<file path="src/rtl/data_memory_be.sv">
// Byte-addressable RV32 data memory: sub-word loads/stores, access-fault detection,
// and a post-reset clear engine that zeroes every word while asserting busy.
module data_memory_be #(
    parameter int ADDR_WIDTH     = 8,
    parameter int DEPTH          = 64,
    parameter int CLEAR_ON_RESET = 1
) (
    input  logic                  clk,
    input  logic                  reset,
    input  logic [ADDR_WIDTH-1:0] addr,
    input  logic [31:0]           write_data,
    input  logic                  mem_read,
    input  logic                  mem_write,
    input  logic [2:0]            funct3,
    output logic [31:0]           read_data,
    output logic                  access_fault,
    output logic                  busy
);
    localparam int IW = (DEPTH > 1) ? $clog2(DEPTH) : 1;

    typedef enum logic {S_CLEAR, S_READY} state_t;

    state_t          r_state;
    logic            r_busy;
    logic [IW-1:0]   r_clear_idx;
    logic [3:0][7:0] r_mem [DEPTH];

    logic [ADDR_WIDTH-3:0] w_widx;
    logic [IW-1:0]         w_idx;
    logic                  w_oor;
    logic                  w_fault;
    logic                  w_store;
    logic                  w_clr_we;
    logic [3:0][7:0]       w_word;
    logic [7:0]            w_byte;
    logic [15:0]           w_half;
    logic [31:0]           w_load;
    logic [3:0]            w_be;
    logic [3:0][7:0]       w_wlane;

    assign w_widx = addr[ADDR_WIDTH-1:2];
    assign w_idx  = w_widx[IW-1:0];
    // Out-of-range words fault instead of aliasing onto low memory.
    assign w_oor  = 32'(w_widx) >= 32'(DEPTH);

    always_comb begin
        w_fault = 1'b0;
        if (funct3 inside {3'b011, 3'b110, 3'b111})                  w_fault = 1'b1;
        if ((funct3 == 3'b001 || funct3 == 3'b101) && addr[0])        w_fault = 1'b1;
        if (funct3 == 3'b010 && addr[1:0] != 2'b00)                   w_fault = 1'b1;
        if (mem_write && (funct3 == 3'b100 || funct3 == 3'b101))      w_fault = 1'b1;
        if (w_oor)                                                    w_fault = 1'b1;
        w_fault = w_fault && (mem_read || mem_write) && !r_busy;
    end
    assign access_fault = w_fault;

    assign w_word = w_oor ? '0 : r_mem[w_idx];
    assign w_byte = w_word[addr[1:0]];
    assign w_half = addr[1] ? w_word[3:2] : w_word[1:0];

    always_comb begin
        w_load = '0;
        case (funct3)
            3'b000:  w_load = {{24{w_byte[7]}}, w_byte};
            3'b001:  w_load = {{16{w_half[15]}}, w_half};
            3'b010:  w_load = w_word;
            3'b100:  w_load = {24'h0, w_byte};
            3'b101:  w_load = {16'h0, w_half};
            default: w_load = '0;
        endcase
    end
    assign read_data = (mem_read && !w_fault && !r_busy) ? w_load : 32'h0;

    always_comb begin
        w_be    = 4'b0000;
        w_wlane = {4{write_data[7:0]}};
        case (funct3)
            3'b000: w_be[addr[1:0]] = 1'b1;
            3'b001: begin
                w_be    = addr[1] ? 4'b1100 : 4'b0011;
                w_wlane = {2{write_data[15:0]}};
            end
            3'b010: begin
                w_be    = 4'b1111;
                w_wlane = write_data;
            end
            default: w_be = 4'b0000;
        endcase
    end

    assign w_store  = mem_write && !w_fault && !r_busy && !reset;
    assign w_clr_we = r_busy && !reset;

    always_ff @(posedge clk) begin
        if (w_clr_we) begin
            r_mem[r_clear_idx] <= '0;
        end else if (w_store) begin
            for (int l = 0; l < 4; l++)
                if (w_be[l]) r_mem[w_idx][l] <= w_wlane[l];
        end
    end

    always_ff @(posedge clk) begin
        if (reset) begin
            r_state     <= (CLEAR_ON_RESET != 0) ? S_CLEAR : S_READY;
            r_busy      <= (CLEAR_ON_RESET != 0);
            r_clear_idx <= '0;
        end else begin
            case (r_state)
                S_CLEAR: begin
                    r_clear_idx <= r_clear_idx + 1'b1;
                    if (r_clear_idx == IW'(DEPTH - 1)) begin
                        r_state     <= S_READY;
                        r_busy      <= 1'b0;
                        r_clear_idx <= '0;
                    end
                end
                default: r_busy <= 1'b0;
            endcase
        end
    end

    assign busy = r_busy;
endmodule
</file>
<file path="config.mk">
export PLATFORM = sky130hd
export DESIGN_NAME = data_memory_be
export DESIGN_NICKNAME = d
export VERILOG_FILES = /design/src/rtl/data_memory_be.sv
export SDC_FILE = /design/constraint.sdc
export NUM_CORES = 2
export LEC_CHECK = 0
export ABC_AREA = 1
export CAP_MARGIN = 0
export CORE_MARGIN = 2
export CORE_UTILIZATION = 30
export DETAILED_ROUTE_END_ITERATION = 7
export PLACE_DENSITY = 0.46
export SETUP_SLACK_MARGIN = 0.1
export SYNTH_ARGS = -nofsm -noshare
export SYNTH_HDL_FRONTEND = slang
export SYNTH_SLANG_ARGS = --single-unit
</file>
<file path="constraint.sdc">
create_clock -name clk -period 5.91 [get_ports clk]
set_input_delay 0.591 -clock clk [delete_from_list [all_inputs] [get_ports clk]]
set_output_delay 0.591 -clock clk [all_outputs]
set_load 0.05 [all_outputs]
</file>
==> flow_metrics.py <==
metrics = {
    "worst_setup_path": {
        "crit_type": "primary input to output pin",
        "cp_cell_sequence": "buf_8 -> inv_16 -> buf_4 -> nand2_1 -> nand3_1 -> nand3_1 -> nand3_1 -> nand3_1 -> nand3_1 -> nand3_1 -> nand2_1 -> o21ai_2 -> a21oi_1 -> buf_4",
        "cp.arrival_ns": 4.49,
        "crit_top_cell": "nand3_1",
        "worstSetupEndpointType": "output pin",
        "slowest_stage": "o21ai_2",
        "crit_required_ns": 5.32,
        "startpoint_type": "primary input",
        "slowest_delay_ns": 0.73,
        "critPathBufInv": 4,
        "critical_path.top_delay_family": "simple AND/OR/NAND/NOR gates",
        "cp_max_fo": 108,
    },
    "synthesis": {
        "synthAdderAreaFrac": 0.0001478,
        "synth_compound_gate_area_share": 0.007995,
        "synth-seq-cells": 2056,
        "synth_top_family_by_area": "simple AND/OR/NAND/NOR gates",
        "syn_avg_cell_area_sq_um": 11.56,
        "yosys.area_share.simple": 0.2348,
        "yosys-mux-area-fraction": 0,
        "yosysWarnings": 0,
        "synth_xor_area_frac": 0,
        "synth_area_sq_um": 84660,
        "syn-num-nets": 7370,
        "ys_seq_area_frac": 0.7283,
        "synth_cells": 7322,
        "synth_cell_types": 31,
    },
    "cts": {
        "cts_buffers": 214,
        "clock_sinks": 2056,
        "post_cts_buffers": 0,
        "cts_root_buf": "clkbuf_16",
        "clk_path_buf_depth": 3,
        "htree_levels": 4,
        "cts_tree": "yes",
        "clock_latency_ns": 0.86,
        "postCtsHoldBufs": 0,
        "post_cts_resized": 0,
        "cts.clk_slew.worst_paths_ns": 0.06,
    },
    "sta": {
        "hold_violations": 0,
        "skew_ns": 0.04759,
        "worstMarginPinSlew_ns": 1.391,
        "rsz0062_at_grt": "no",
        "setup_viol": 0,
        "layout_worst_path_cycle_share": 0.8596,
        "fin_setup_tns_ns": 0,
        "max_freq_ghz": 0.1968,
        "report.final.slew_viol_count": 0,
        "holdWs_ns": 0.4282,
        "slew_headroom": 0.06942,
        "finalCriticalPeriod_ns": 5.080,
    },
    "detailed_routing": {
        "via_count": 57280,
        "drtAntennaViolNets": 0,
        "drtIter0Drc": 6627,
        "drc": 0,
        "wl_per_cell_um": 25.63,
        "vias_per_cell": 5.074,
        "drt-total-wl_um": 289400,
        "first_pass_iters": 7,
    },
    "floorplanning": {
        "rows": 195,
        "io_pins": 81,
        "die-height_um": 535.2,
        "die_area_sq_um": 286500,
        "core_area_sq_um": 281600,
        "initial_utilization": 0.3007,
        "die_x_um": 535.2,
    },
    "run_status": {
        "status": "complete, no violations",
    },
    "layout": {
        "nets": 7405,
        "finalCoreUtilization": 0.3460,
        "design_area_sq_um": 97410,
        "syn2layout_area_growth_pct": 15.05,
        "drive_gt1_frac": 0.08277,
    },
    "placement": {
        "portBuffers": 80,
        "dpl-instance-area_sq_um": 90740,
        "place.gp.congestion": 0.9190,
        "dp_hpwl_um": 182100,
    },
    "power_and_ir_drop": {
        "finalPower_uw": 30840,
        "cellPowerDensity_nw_per_um2": 316.7,
        "max-vdd-ir-drop_uv": 239.9,
        "cellLeakagePower_uw": 0.03308,
    },
    "grt": {
        "track_usage": 0.1978,
        "grt_pass1_vias": 55370,
        "antenna_found_initial": 9,
        "grt-ovfl-total": 0,
        "grt_pass1_wl_um": 411400,
        "grt_max_degree": 203,
    },
    "job": {
        "drv_cap": 0,
    },
    "hold_path": {
        "hold_class": "primary input to register",
    },
}
==> sequential cells by signal (all words and copies together), names as in the netlist <==
register     count
r_clear_idx      6
r_state          1
r_mem         2048
busy             1
==> power breakdown <==
part           switching, uW  total [uW]  leakage [uW]  internal [uW]
registers               11.4       15900        0.0159          15800
clock network           5730       13100       0.00326           7340
logic                   1410        1920        0.0140            506
==> area by class of cell <==
cell class | instances | area, sq um
Multi-Input combinational cell | 4718 | 20930
Fill cell | 27970 | 184200
Sequential cell | 2056 | 61660
Antenna cell | 6 | 15.01
Clock buffer | 270 | 5659
Timing Repair Buffer | 309 | 3214
Inverter | 58 | 251.5
Tap cell | 3743 | 4683
Clock inverter | 128 | 996.0
==> path summary, 6_finish.rpt <==
path / startpoint / cells past startpoint / to / slack [ns]
max: addr[2] / 14 / read_data[28] / 0.83
min: reset / 2 / r_state / 0.43
max reg2reg: busy / 11 / r_mem[57][21] / 1.65
min reg2reg: r_clear_idx[5] / 1 / r_clear_idx[5] / 0.50
==> layout by cell type, fill, tap and decap left out, types with 3 or more instances in the layout <==
master           count
a21oi_1             64
clkbuf_1            50
clkdlybuf4s50_1     42
diode_2              6
inv_1               50
nand3_1           2017
nor2_2              10
edfxtp_1          2048
nor3_1               3
clkbuf_16          217
o21ai_1              6
buf_12              60
a21oi_4             12
clkbuf_8             3
clkinv_2            40
buf_8                5
a221oi_1             4
clkinvlp_4           3
dfxtp_1              8
a31oi_4              4
buf_4              200
inv_6                6
nor2_1             297
nor2_4              29
o21ai_0             30
clkinv_1            62
nand2_1           2230
bufinv_16           14
inv_2                3
==> per-stage QoR <==
step                      setup WS (ns)  instances
final                            0.8298      11290
after global placement           0.3255      10880
after global routing             0.6530      11280
after detailed placement         0.4648      10880
after floorplan                   1.720       7322
after CTS                        0.9511      11280
==> synth_stat cells (all sizes together) <==
library cell	n	area (sq um)
o211ai	1	7.510
nor3	3	15.01
o22ai	1	6.260
buf	362	1740
dfxtp	8	160.2
nand3	2017	10090
or2	1	6.260
nand4	1	12.51
a311oi	1	8.760
edfxtp	2048	61500
clkinv	2	8.750
a21oi	76	380.4
a31oi	4	25.02
nor2	337	1369
a221oi	4	35.03
nand2	2232	8378
ha	1	12.51
clkbuf	128	480.5
inv	56	210.2
o21ai	39	214.0
==> per-layer routing <==
layer,vias to the layer above,wire (um),GRT usage
li1,26040,-,-
met1,28880,128300,0.2757
met2,1945,133900,0.3155
met3,404,16480,0.02768
met4,8,10400,0.06766
met5,-,283,0
==> cells by family after synthesis <==
group           count (synthesis)
compound gates                126
simple gates                 4591
flops                        2056
fa+ha+maj                       1
buf+inv                       548
No activity file was read; power rests on OpenSTA's default activity.
